$ cat config.mk
export PLATFORM = sky130hd
export DESIGN_NAME = pipe_reg_chain_flat
export DESIGN_NICKNAME = d
export VERILOG_FILES = /design/src/rtl/pipe_reg_chain_if.sv /design/src/rtl/pipe_reg_chain.sv /design/src/flat_wrapper.sv
export SDC_FILE = /design/constraint.sdc
export NUM_CORES = 1
export LEC_CHECK = 0
export ABC_CLOCK_PERIOD_IN_PS = 2000
export BUFFER_PORTS_ARGS = -buffer_cell sky130_fd_sc_hd__clkbuf_2
export CAP_MARGIN = 25
export CORE_AREA = 2 2 42 44
export DETAILED_ROUTE_END_ITERATION = 16
export DIE_AREA = 0 0 44 46
export GPL_TIMING_DRIVEN = 0
export HOLD_SLACK_MARGIN = 0.05
export MAX_ROUTING_LAYER = met4
export PLACE_DENSITY = 0.77
export SLEW_MARGIN = 20
export SYNTH_ARGS = -nofsm -noshare
export SYNTH_HDL_FRONTEND = slang
export SYNTH_SLANG_ARGS = --single-unit
$ cat constraint.sdc
create_clock -name clk -period 2 [get_ports clk]
set_input_delay 0.4 -clock clk [delete_from_list [all_inputs] [get_ports clk]]
set_output_delay 0.4 -clock clk [all_outputs]
set_load 0.01 [all_outputs]
$ cat src/rtl/pipe_reg_chain_if.sv
`default_nettype none
// ============================================================================
//  Module   : pipe_reg_chain_if
//  Brief    : Handshake bundle for pipe_reg_chain: upstream valid/ready/data,
//             downstream valid/ready/data, flush request and occupancy.
//  Revision : 1.0  initial release
// ============================================================================
interface pipe_reg_chain_if #(
    parameter int WIDTH = 8,
    parameter int DEPTH = 2
);
    localparam int CNT_W = $clog2(DEPTH + 1);

    logic             flush;
    logic             in_valid;
    logic             in_ready;
    logic [WIDTH-1:0] in_data;
    logic             out_valid;
    logic             out_ready;
    logic [WIDTH-1:0] out_data;
    logic [CNT_W-1:0] count;

    // Environment side: produces input items and consumes output items.
    modport master (
        output flush,
        output in_valid,
        output in_data,
        output out_ready,
        input  in_ready,
        input  out_valid,
        input  out_data,
        input  count
    );

    // Chain side.
    modport slave (
        input  flush,
        input  in_valid,
        input  in_data,
        input  out_ready,
        output in_ready,
        output out_valid,
        output out_data,
        output count
    );
endinterface
`default_nettype wire

$ cat src/rtl/pipe_reg_chain.sv
`default_nettype none
// ============================================================================
//  Module   : pipe_reg_chain
//  Brief    : Elastic chain of DEPTH enabled WIDTH-bit registers with per-stage
//             valid bits, valid/ready flow control, bubble collapse and a
//             synchronous flush. Stage 0 is the input side.
//  Revision : 1.0  initial release
// ============================================================================
module pipe_reg_chain #(
    parameter int WIDTH      = 8,
    parameter int DEPTH      = 2,
    parameter int RESET_DATA = 0,
    parameter int CNT_W      = $clog2(DEPTH + 1)
) (
    input  logic            clk,
    input  logic            rst_n,
    pipe_reg_chain_if.slave bus
);

    // Per-stage state.
    logic [DEPTH-1:0] r_valid;
    logic [WIDTH-1:0] r_data [DEPTH];
    logic [CNT_W-1:0] r_count;

    // Combinational flow-control terms.
    logic [DEPTH-1:0] w_adv;
    logic [DEPTH-1:0] w_load;
    logic [WIDTH-1:0] w_src [DEPTH];
    logic             w_in_ready;
    logic             w_acc;

    // Advance terms, resolved from the output stage backwards: a stage moves
    // on when it holds an item and the slot ahead is empty or emptying.
    always_comb begin
        w_adv          = '0;
        w_adv[DEPTH-1] = r_valid[DEPTH-1] & bus.out_ready;
        for (int i = DEPTH - 2; i >= 0; i--) begin
            w_adv[i] = r_valid[i] & (~r_valid[i+1] | w_adv[i+1]);
        end
    end

    // Input acceptance; flush blocks any upstream handshake in its cycle.
    assign w_in_ready = ~bus.flush & (~r_valid[0] | w_adv[0]);
    assign w_acc      = bus.in_valid & w_in_ready;

    // Load enables and source data for each stage.
    always_comb begin
        w_load    = '0;
        w_load[0] = w_acc;
        w_src[0]  = bus.in_data;
        for (int i = 1; i < DEPTH; i++) begin
            w_load[i] = w_adv[i-1];
            w_src[i]  = r_data[i-1];
        end
    end

    // Valid bits: a load sets the bit (covers a simultaneous move-in/move-out),
    // an advance without a refill clears it.
    always_ff @(posedge clk) begin
        if (!rst_n || bus.flush) begin
            r_valid <= '0;
        end else begin
            r_valid <= (r_valid & ~w_adv) | w_load;
        end
    end

    // Data registers are clock-enabled by the load term only.
    if (RESET_DATA != 0) begin : g_rst_data
        // Data cleared on reset and flush.
        always_ff @(posedge clk) begin
            for (int i = 0; i < DEPTH; i++) begin
                if (!rst_n || bus.flush) begin
                    r_data[i] <= '0;
                end else if (w_load[i]) begin
                    r_data[i] <= w_src[i];
                end
            end
        end
    end else begin : g_hold_data
        // Data keeps its contents through reset and flush.
        always_ff @(posedge clk) begin
            for (int i = 0; i < DEPTH; i++) begin
                if (rst_n && !bus.flush && w_load[i]) begin
                    r_data[i] <= w_src[i];
                end
            end
        end
    end

    // Occupancy tracks accepts minus completed output transfers.
    always_ff @(posedge clk) begin
        if (!rst_n || bus.flush) begin
            r_count <= '0;
        end else begin
            r_count <= r_count + CNT_W'(w_acc) - CNT_W'(w_adv[DEPTH-1]);
        end
    end

    assign bus.in_ready  = w_in_ready;
    assign bus.out_valid = r_valid[DEPTH-1];
    assign bus.out_data  = r_data[DEPTH-1];
    assign bus.count     = r_count;

endmodule
`default_nettype wire

$ cat src/flat_wrapper.sv
// flat-port wrapper written by rule: the top's interface ports become plain ports
module pipe_reg_chain_flat 
#(
    parameter int WIDTH      = 8,
    parameter int DEPTH      = 2,
    parameter int RESET_DATA = 0,
    parameter int CNT_W      = $clog2(DEPTH + 1)
)
  (clk, rst_n, bus_flush, bus_in_valid, bus_in_data, bus_out_ready, bus_in_ready, bus_out_valid, bus_out_data, bus_count);
  pipe_reg_chain_if #(.WIDTH(WIDTH), .DEPTH(DEPTH)) bus_i ();
  input  logic clk;
  input  logic rst_n;
  input wire logic [$bits(bus_i.flush)-1:0] bus_flush;
  input wire logic [$bits(bus_i.in_valid)-1:0] bus_in_valid;
  input wire logic [$bits(bus_i.in_data)-1:0] bus_in_data;
  input wire logic [$bits(bus_i.out_ready)-1:0] bus_out_ready;
  output wire logic [$bits(bus_i.in_ready)-1:0] bus_in_ready;
  output wire logic [$bits(bus_i.out_valid)-1:0] bus_out_valid;
  output wire logic [$bits(bus_i.out_data)-1:0] bus_out_data;
  output wire logic [$bits(bus_i.count)-1:0] bus_count;
  assign bus_i.flush = bus_flush;
  assign bus_i.in_valid = bus_in_valid;
  assign bus_i.in_data = bus_in_data;
  assign bus_i.out_ready = bus_out_ready;
  assign bus_in_ready = bus_i.in_ready;
  assign bus_out_valid = bus_i.out_valid;
  assign bus_out_data = bus_i.out_data;
  assign bus_count = bus_i.count;
  pipe_reg_chain #(.WIDTH(WIDTH), .DEPTH(DEPTH), .RESET_DATA(RESET_DATA), .CNT_W(CNT_W)) u_core (.clk(clk), .rst_n(rst_n), .bus(bus_i));
endmodule
## Word-level counts from Yosys, hierarchy flattened

Memory sizes are Yosys's and may differ from the RTL's.
Cells that the tools add are included.

| word-level totals | value |
|---|---|
| logic and storage cells | 27 |
| register bits | 4 |
| bits in latches | 0 |
| bits in read-only memories | 0 |
| memories | 1 |
| bits in writable memories | 16 |

Memories:

| name | words | bits a word | rd ports | clocked after Yosys merged registers in | wr ports | line | RTL |
|---|---|---|---|---|---|---|---|
| u_core.r_data | 2 | 8 | 2 | 0 | 2 | pipe_reg_chain.sv:22 | `logic [WIDTH-1:0] r_data [DEPTH];` |

| cells by class | value |
|---|---|
| eq/ne operators | 0 |
| add/subtract/negate cells | 2 |
| mux-type cells | 4 |
| reductions and logical operators | 6 |
| $mul | 0 |
| bitwise gates (word level) | 12 |
| $lt $le $gt $ge | 0 |
| div/mod/pow operators | 0 |
| shifts and indexed selects | 0 |

Operators with widths:

| kind | count |
|---|---|
| 1-bit bitwise AND | 4 |
| 1-bit two-way mux | 4 |
| 1-bit logical AND | 3 |
| 1-bit NOT | 3 |
| 2-bit by 1-bit adder with 2-bit output | 1 |
| 2-bit bitwise AND | 1 |
| 1-bit logical NOT | 2 |
| 2-bit NOT | 1 |
| 1-bit bitwise OR | 2 |
| 2-bit bitwise OR | 1 |
| 2-bit by 1-bit subtractor with 2-bit output | 1 |
| 1-bit logical OR | 1 |

## Longest topological paths before layout

Gate-level depths: netlist of the first run.

| depth | value |
|---|---|
| word-level depth | 9 |
| mapped depth | 6 |
| depth with buffers taken out | 6 |

## Worst setup path after synthesis of the first run

No wires, ideal clock.

| timing | value |
|---|---|
| kind | input port to flip-flop |
| start point | input bus_out_ready |
| end point | register u_core.r_count[1], in the netlist u_core.bus.count[1] |
| setup time | 114 ps |
| arrival time | 1226 ps |
| required time | 1886 ps |
| cell stages on the path | 6 |
| buffers on the path | 0 |
| slack | 659 ps |
| path through | and2_1 ha_1 inv_1 ha_1 xnor3_1 nor2_1 |

| between the ends | value |
|---|---|
| longest elaborated chain between the ends | 8 |

Ends and longest elaborated chain:

| what | line | RTL |
|---|---|---|
| from (decl) | flat_wrapper.sv:16 | `input wire logic [$bits(bus_i.out_ready)-1:0] bus_out_ready;` |
| 1-bit bitwise AND (*) | pipe_reg_chain.sv:36 | `w_adv[DEPTH-1] = r_valid[DEPTH-1] & bus.out_ready;` |
| 1-bit bitwise OR | pipe_reg_chain.sv:38 | `w_adv[i] = r_valid[i] & (~r_valid[i+1] \| w_adv[i+1]);` |
| 1-bit bitwise AND | pipe_reg_chain.sv:38 |  |
| 1-bit bitwise OR | pipe_reg_chain.sv:43 | `assign w_in_ready = ~bus.flush & (~r_valid[0] \| w_adv[0]);` |
| 1-bit bitwise AND | pipe_reg_chain.sv:43 |  |
| 1-bit bitwise AND | pipe_reg_chain.sv:44 | `assign w_acc = bus.in_valid & w_in_ready;` |
| 2-bit by 1-bit adder with 2-bit output | pipe_reg_chain.sv:95 | `r_count <= r_count + CNT_W'(w_acc) - CNT_W'(w_adv[DEPTH-1]);` |
| 2-bit by 1-bit subtractor with 2-bit output (*) | pipe_reg_chain.sv:95 |  |
| to (signal assigned) | pipe_reg_chain.sv:95 |  |
| to (decl) | pipe_reg_chain.sv:23 | `logic [CNT_W-1:0] r_count;` |

Mark *: on every way between the ends. The rest lies on a longest branch, timed or not.
A chain may end at the register's enable or synchronous reset.

## Worst setup path after layout of the first run

| timing | value |
|---|---|
| start point | register u_core.r_valid[1] |
| end point | output bus_in_ready |

| between the ends | value |
|---|---|
| longest elaborated chain between the ends | 5 |
| elaborated cells on any way between the ends | 6 |

Ends and longest elaborated chain:

| what | line | RTL |
|---|---|---|
| from (decl) | pipe_reg_chain.sv:21 | `logic [DEPTH-1:0] r_valid;` |
| from (signal assigned) | pipe_reg_chain.sv:63 | `r_valid <= (r_valid & ~w_adv) \| w_load;` |
| 1-bit bitwise AND or 1-bit NOT (tied branches) | pipe_reg_chain.sv:36, pipe_reg_chain.sv:38 |  |
| 1-bit bitwise OR (*) | pipe_reg_chain.sv:38 |  |
| 1-bit bitwise AND (*) | pipe_reg_chain.sv:38 |  |
| 1-bit bitwise OR (*) | pipe_reg_chain.sv:43 |  |
| 1-bit bitwise AND (*) | pipe_reg_chain.sv:43 |  |
| to (decl) | flat_wrapper.sv:17 | `output wire logic [$bits(bus_i.in_ready)-1:0] bus_in_ready;` |

Marked as above.

==> Implementation_results.wiki, run 1 <==
{| class="wikitable"
! Metric !! Value
|-
| Final total negative setup slack || 0 ns
|-
| GRT Residual Overflow || 0
|-
| Weighted congestion reported at the end of routability-driven placement || 0.7080
|-
| Post-CTS resize count || 0
|-
| Static leakage || 0.4071 nW
|-
| Longest Clk Path Bufs || 2
|-
| Worst-skew pair later-pin latency || roughly 0.28 ns
|-
| Die Area || 0.002024 mm²
|-
| Pin slew with the least headroom to its limit || between 0.3 and 0.4 ns
|-
| Post CTS Setup Buffer Count || 0
|-
| Drt wl/cell || roughly 10 µm
|-
| Final critical-path share of the clock period || 0.7482
|-
| Count of buffering cells on the critical path with inverters included || 1
|-
| Comb pwr share || 0.052
|-
| Count of endpoints failing hold in the final timing report || 0
|-
| Max_slew headroom || 0.7621
|-
| Path type of the worst setup path || flop to output pin
|-
| Number of H-tree levels || 1
|-
| Total internal power || between 0.5 and 0.6 mW
|-
| Cell area after synthesis || between 700 and 800 µm²
|-
| Max-slew violation total from the final report || 0
|-
| Detailed-router iteration count before antenna repair || 4
|-
| Clock tree from TritonCTS || built
|-
| Peak supply drop || 0.4476 mV
|-
| Hold Crit Class || input port to flop
|-
| CP Data Required Time || 1.60 ns
|-
| Critical path capture point type || output pin
|-
| CTS root buf || clkbuf_4
|-
| Share of layout cells above drive strength 1 || 0.4605
|-
| Number of standard-cell rows in the floorplan || 15
|-
| Count of nets after finishing || 92
|-
| Number of fill cells || 141
|-
| Global-route wire length before repair || 1469 µm
|-
| Core box area || 0.001614 mm²
|-
| Total number of vias || 423
|-
| Number of cells in the design after placement || 89
|-
| Critical-path top delay cell || dfxtp_1
|-
| Number of design-rule violations left by the first detailed-router iteration || 1
|-
| Count of distinct cell types in the synthesized netlist || 14
|-
| Pwr Density || 720.5 mW/mm²
|-
| Overall Power || 0.6698 mW
|-
| Width of the die || 44 µm
|-
| Worst path setup slack after routing || 0.5036 ns
|-
| Antenna diode instance count || 0
|-
| Synth Instances || 48
|-
| Post-detailed-route via-to-cell ratio || 4.548
|-
| Total half-perimeter wirelength after legalization and detailed placement || ~770 µm
|-
| GRT Overall Usage || 0.1075
|-
| Startpoint Class || flop
|-
| Cts hold-fix bufs || 0
|-
| Total non-filler cell area in the finished layout || 929.6 µm²
|-
| Post-layout instance count excluding filler cells || 93
|-
| Psw || 0.1220 mW
|-
| Avg Synthesized Cell Area || 15.87 µm²
|-
| IO buf count || 24
|-
| Number of antenna violations at the first check in global routing || 0
|-
| Post-placement worst setup slack || around 0.52 ns
|-
| Share of total power in sequential cells || 0.686
|-
| Clock share of power || 0.262
|-
| Reported max-cap violation count || 0
|-
| Dpl cell area || 903.4 µm²
|-
| Finish-stage setup viols || 0
|-
| Num CTS Buffers || 3
|-
| Remaining antenna violation count after routing || 0
|-
| Synth Warn # || 0
|-
| Via count of the first global-routing pass || 400
|-
| RSZ-0062 raised after global routing || no
|-
| Kind of cell adding the most delay to the critical path || flip-flops
|-
| Clock transition at the registers of the reported paths || 0.10 ns
|-
| Maximum number of pins on one net before global-route repair || 12
|-
| # clock sinks || 20
|-
| Achievable clock frequency || 0.6683 GHz
|-
| Total length of routed wires || 937 µm
|-
| Height of the die || 46 µm
|-
| Final critical delay including setup and external delays || around 1.5 ns
|-
| Clock tree skew after final layout || 0.002917 ns
|-
| Area growth from synthesis to layout || 22.00%
|-
| Net count of the mapped netlist || 63
|-
| I/O pins || 25
|-
| Outcome || finished, final reports clean
|-
| Largest fanout on the critical path || 4
|-
| Net switching fraction of the power || 0.1822
|-
| Post-route DRC violation count || 0
|-
| Critical Path, Cell by Cell || nand3b_1 -> nor2b_1 -> clkbuf_2
|-
| Share of the yosys chip area belonging to registers || 0.7356
|-
| Data arrival time of the worst path || between 1 and 1.5 ns
|-
| Initial cell density of the core || 0.4721
|-
| Highest cell delay on the worst timing path || 0.39 ns
|-
| Count of state elements after synthesis || 20
|}
[power by group through the flow]
stage                     Sequential, mW  Combinational [mW]  Clock (mW)
final                              0.460              0.0348       0.175
after floorplan                    0.469              0.0157           0
after CTS                          0.460              0.0355       0.187
after global placement             0.469              0.0337           0
after detailed placement           0.469              0.0354           0
after global routing               0.461              0.0392       0.201
[worst paths after layout]
path	from	slack (ns)	to	cells after the start
max	u_core.r_valid[1]	0.50	bus_in_ready	3
min	bus_in_data[7]	0.29	u_core.r_data[0][7]	1
min reg2reg	u_core.r_data[0][7]	0.43	u_core.r_data[0][15]	0
max reg2reg	u_core.r_valid[1]	0.69	u_core.bus.count[1]	6
[synth_stat cells]
master | instances | area share
nand2b_1 | 2 | 0.016
nor2_1 | 1 | 0.0049
inv_1 | 4 | 0.020
and2_1 | 2 | 0.016
nor3b_1 | 1 | 0.0099
ha_1 | 2 | 0.033
xnor3_1 | 1 | 0.030
nand3b_1 | 1 | 0.0099
nor2b_1 | 2 | 0.016
dfxtp_1 | 4 | 0.11
a21oi_1 | 2 | 0.013
buf_4 | 8 | 0.079
and3_1 | 2 | 0.016
edfxtp_1 | 16 | 0.63
[sequential cells by signal, summed over array words and instances (netlist names)]
| register | flops |
|---|---|
| u_core.r_valid | 2 |
| u_core.bus.count | 2 |
| u_core.r_data | 16 |
[per-layer routing]
metal | up-vias | global-route usage | share of wire
li1 | 212 | - | -
met1 | 190 | 0.09819 | 0.37
met2 | 19 | 0.1971 | 0.54
met3 | 2 | 0.02381 | 0.080
met4 | 0 | 0.07273 | 0.0064
met5 | - | - | 0
[cell usage in the layout, fill, tap and decap left out, types with 3 or more instances in the layout]
cell / count
buf_4: 8
clkbuf_4: 3
dfxtp_1: 4
clkbuf_2: 24
inv_1: 4
edfxtp_1: 16
[layout make-up]
type                            instances  area [µm²]  share of cell area
Clock buffer                            3       22.52             0.02423
Tap cell                               17       21.27             0.02288
Sequential cell                        20       560.5              0.6030
Timing Repair Buffer                   24       120.1              0.1292
Clock inverter                          1       3.754            0.004038
Inverter                                4       15.01             0.01615
Multi-Input combinational cell         16       126.4              0.1359
Buffer                                  8       60.06             0.06460
[logic make-up (layout without fill, tap and decap cells)]
| logic type | Yosys count | count (layout) | share of synthesized area |
|---|---|---|---|
| flops | 20 | 20 | 0.7356 |
| compound gates | 2 | 2 | 0.01314 |
| xor+xnor | 1 | 1 | 0.02955 |
| simple gates | 11 | 11 | 0.09030 |
| buf+inv | 12 | 40 | 0.09852 |
| fa+ha+maj | 2 | 2 | 0.03284 |
[per-stage QoR]
step,util,hold WS (ns)
2_1_floorplan,-,0.4003
3_3_place_gp,0.5597,0.4010
3_5_place_dp,0.5597,0.4054
4_1_cts,0.5760,0.2740
5_1_grt,0.5760,0.2666
6_report,0.5760,0.2878
Power figures use the tool's default switching activity.
==> run 2, diff against run 1 <==
--- a/config.mk
+++ b/config.mk
@@ -5,16 +5,17 @@
 export SDC_FILE = /design/constraint.sdc
 export NUM_CORES = 1
 export LEC_CHECK = 0
-export ABC_CLOCK_PERIOD_IN_PS = 2000
+export ABC_AREA = 1
+export ABC_CLOCK_PERIOD_IN_PS = 1450
 export BUFFER_PORTS_ARGS = -buffer_cell sky130_fd_sc_hd__clkbuf_2
 export CAP_MARGIN = 25
-export CORE_AREA = 2 2 42 44
+export CORE_AREA = 2 2 44 46
 export DETAILED_ROUTE_END_ITERATION = 16
-export DIE_AREA = 0 0 44 46
+export DIE_AREA = 0 0 46 48
 export GPL_TIMING_DRIVEN = 0
 export HOLD_SLACK_MARGIN = 0.05
 export MAX_ROUTING_LAYER = met4
-export PLACE_DENSITY = 0.77
+export PLACE_DENSITY = 0.73
 export SLEW_MARGIN = 20
 export SYNTH_ARGS = -nofsm -noshare
 export SYNTH_HDL_FRONTEND = slang
==> constraint.sdc (replaced) <==
create_clock -name clk -period 1.45 [get_ports clk]
set_input_delay 0.29 -clock clk [delete_from_list [all_inputs] [get_ports clk]]
set_output_delay 0.29 -clock clk [all_outputs]
set_load 0.01 [all_outputs]
==> run 2 against run 1 <==
Effect of this change:
- sequential share of layout area fell by 4.5 points
- synthesized cell count rose by 29%
- final cell count up 15%
- first-iteration DRC count rose to 4.0 times the previous value
- critical path type is now flop to flop
- clock-buffer cell count unchanged
- non-clock buffer count is the same
==> Implementation_results.wiki, run 2 <==
{| class="wikitable"
! Metric !! Value
|-
| Static leakage || 0.4532 nW (was 0.4071 nW)
|-
| GRT Overall Usage || 0.1094 (was 0.1075)
|-
| Finish-stage setup viols || 0 (unchanged)
|-
| Final critical delay including setup and external delays || 1.333 ns
|-
| Register name with the most flops || u_core.r_data (unchanged)
|-
| CTS root buf || clkbuf_4 (unchanged)
|-
| Worst-skew pair later-pin latency || 0.29 ns (was 0.28 ns)
|-
| Count of nets after finishing || 106 (was 92)
|-
| Post-detailed-route via-to-cell ratio || 4.346 (was 4.548)
|-
| Die Area || 0.002208 mm² (was 0.002024 mm²)
|-
| Count of endpoints failing hold in the final timing report || 0 (unchanged)
|-
| Height of the die || 48 µm (was 46 µm)
|-
| Total length of routed wires || 998 µm (was 937 µm)
|-
| Hold Crit Class || input port to flop (unchanged)
|-
| Most used standard cells in the synthesized netlist || edfxtp_1, inv_1, buf_4, nand2_1 (was edfxtp_1, buf_4, dfxtp_1, inv_1)
|-
| Critical Path Start || u_core.r_valid[1] (unchanged)
|-
| Post-CTS resize count || 0 (unchanged)
|-
| Critical path's most frequent cell || inv_1
|-
| Pwr Density || 1126 mW/mm² (was 720.5 mW/mm²)
|-
| Clock share of power || 0.387 (was 0.262)
|-
| Antenna diode instance count || 0 (unchanged)
|-
| Net switching fraction of the power || 0.1737 (was 0.1822)
|-
| Critical Path, Cell by Cell || nand2_1 -> inv_2 -> ha_4 -> inv_1 -> ha_2 -> inv_1 -> nand2_2 -> a21oi_2 -> nor2_1 (was nand3b_1 -> nor2b_1 -> clkbuf_2)
|-
| Total internal power || 0.9408 mW (was 0.5478 mW)
|-
| Kind of cell adding the most delay to the critical path || adder cells (was flip-flops)
|-
| Largest fanout on the critical path || 5 (was 4)
|-
| Outcome || finished, final reports clean (unchanged)
|-
| Reported max-cap violation count || 0 (unchanged)
|-
| Count of buffering cells on the critical path with inverters included || 3 (was 1)
|-
| Number of antenna violations at the first check in global routing || 0 (unchanged)
|-
| Comb pwr share || 0.051 (was 0.052)
|-
| Weighted congestion reported at the end of routability-driven placement || 0.7078 (was 0.7080)
|-
| Detailed-router iteration count before antenna repair || 3 (was 4)
|-
| Clock transition at the registers of the reported paths || 0.11 ns (was 0.10 ns)
|-
| Initial cell density of the core || 0.4689 (was 0.4721)
|-
| CP Data Required Time || 1.65 ns (was 1.60 ns)
|-
| Net count of the mapped netlist || 77 (was 63)
|-
| Maximum number of pins on one net before global-route repair || 13 (was 12)
|-
| Most frequent cells in the layout || clkbuf_2, edfxtp_1, inv_1 (was clkbuf_2, edfxtp_1, buf_4)
|-
| Total number of vias || 465 (was 423)
|-
| Avg Synthesized Cell Area || 12.77 µm² (was 15.87 µm²)
|-
| Max_slew headroom || 0.5756 (was 0.7621)
|-
| Dominant cell by count in the synthesized netlist || edfxtp_1 (unchanged)
|-
| Highest cell delay on the worst timing path || 0.38 ns (was 0.39 ns)
|-
| Peak supply drop || 0.6359 mV (was 0.4476 mV)
|-
| Critical-path top delay cell || dfxtp_4 (was dfxtp_1)
|-
| Final critical-path share of the clock period || 0.9196
|-
| IO buf count || 24 (unchanged)
|-
| Flip-flop count of the largest register, all copies and words added || 16 (unchanged)
|-
| RSZ-0062 raised after global routing || no (unchanged)
|-
| Core box area || 0.001689 mm² (was 0.001614 mm²)
|-
| Area growth from synthesis to layout || 27.65% (was 22.00%)
|-
| Post CTS Setup Buffer Count || 0 (unchanged)
|-
| Synth top area cells || edfxtp_1, dfxtp_1, buf_4 (unchanged)
|-
| Cell area after synthesis || 792.0 µm² (was 762.0 µm²)
|-
| Via count of the first global-routing pass || 394 (was 400)
|-
| Cts hold-fix bufs || 0 (unchanged)
|-
| Share of total power in sequential cells || 0.562 (was 0.686)
|-
| Dpl cell area || 933.4 µm² (was 903.4 µm²)
|-
| I/O pins || 25 (unchanged)
|-
| Top-area cell type share of the netlist area || 0.6066 (was 0.6305)
|-
| Count of state elements after synthesis || 20 (unchanged)
|-
| Number of synthesized flops with an enable pin || 16 (unchanged)
|-
| Share of the yosys chip area belonging to registers || 0.7077 (was 0.7356)
|-
| Longest Clk Path Bufs || 2 (unchanged)
|-
| Launch instance of the worst min-delay path || bus_in_data[6] (was bus_in_data[7])
|-
| Total non-filler cell area in the finished layout || 0.001011 mm² (was 929.6 µm²)
|-
| Data arrival time of the worst path || 1.53 ns (was 1.10 ns)
|-
| Count of distinct cell types in the synthesized netlist || 13 (was 14)
|-
| Global-route wire length before repair || 1607 µm (was 1469 µm)
|-
| Width of the die || 46 µm (was 44 µm)
|-
| Worst r2r src || u_core.r_valid[1] (unchanged)
|-
| Psw || 0.1978 mW (was 0.1220 mW)
|-
| Post-route DRC violation count || 0 (unchanged)
|-
| GRT Residual Overflow || 0 (unchanged)
|-
| Num CTS Buffers || 3 (unchanged)
|-
| Most common cell after layout, fill and taps aside || clkbuf_2 (unchanged)
|-
| Remaining antenna violation count after routing || 0 (unchanged)
|-
| Max-slew violation total from the final report || 0 (unchanged)
|-
| Leading register cell type out of synthesis || edfxtp_1 (unchanged)
|-
| Achievable clock frequency || 0.7500 GHz
|-
| Clock tree from TritonCTS || built (unchanged)
|-
| Startpoint Class || flop (unchanged)
|-
| Drt wl/cell || 9.327 µm (was 10.08 µm)
|-
| Number of design-rule violations left by the first detailed-router iteration || 4 (was 1)
|-
| Critical path capture point type || flop (was output pin)
|-
| Total half-perimeter wirelength after legalization and detailed placement || 763.7 µm (was 772.3 µm)
|-
| Final total negative setup slack || 0 ns (unchanged)
|-
| Synth Warn # || 0 (unchanged)
|-
| Cell accounting for the most synthesized area || edfxtp_1 (unchanged)
|-
| Synth Instances || 62 (was 48)
|-
| Share of flip-flops with an asynchronous set or reset after synthesis || 0 (unchanged)
|-
| Pin slew with the least headroom to its limit || 0.6343 ns (was 0.3569 ns)
|-
| Number of H-tree levels || 1 (unchanged)
|-
| Number of standard-cell rows in the floorplan || 15 (unchanged)
|-
| Share of layout cells above drive strength 1 || 0.5333 (was 0.4605)
|-
| # clock sinks || 20 (unchanged)
|-
| Path type of the worst setup path || flop to flop (was flop to output pin)
|-
| Clock tree skew after final layout || 0.001459 ns (was 0.002917 ns)
|}
==> run 2: area by class of cell <==
type                       count  area (µm²)
multi-input combinational     21       143.9
inverter                      13       48.80
sequential                    20       564.3
fill                         144       678.2
tap                           17       21.27
clock inverter                 1       30.03
clock buffer                   3       22.52
buffer                         8       60.06
timing repair buffer          24       120.1
==> run 2: layer usage <==
metal,track usage,share of wire
met2,0.1556,0.45
met3,0.02264,0.062
met1,0.1425,0.48
met5,-,0
met4,0.06857,0.010
==> run 2: worst paths after layout <==
check	slack, ns	to	cells past startpoint
setup / recovery	0.12	u_core.bus.count[1]	9
hold / removal	0.17	u_core.r_data[0][6]	1
setup reg to reg	0.12	u_core.bus.count[1]	9
hold reg to reg	0.43	u_core.r_data[0][8]	0
==> run 2: logic make-up after synthesis <==
kind of cell	count (synthesis)	synth area share
buf+inv	21	0.1374
flops	20	0.7077
simple gates	16	0.09952
compound gates	3	0.02370
fa+ha+maj	2	0.03159
==> run 2: power by group through the flow <==
stage	registers [mW]	logic (mW)	clock network [mW]
finish	0.640	0.0578	0.441
global route	0.642	0.0668	0.477
CTS	0.641	0.0559	0.451
detailed placement	0.654	0.0558	0
global placement	0.654	0.0543	0
floorplan	0.654	0.0287	0
==> run 2: per-stage QoR <==
stage	setup WS, ns	utilization	power (mW)	hold slack, ns	cells
global route	0.008263	0.5985	1.185	0.1508	107
detailed placement	-0.05808	0.5526	0.7101	0.4045	103
floorplan	0.1444	-	0.6828	0.3889	62
global placement	-0.02959	0.5526	0.7080	0.4036	103
finish	0.1166	0.5985	1.139	0.1666	107
CTS	0.05772	0.5837	1.148	0.1581	107
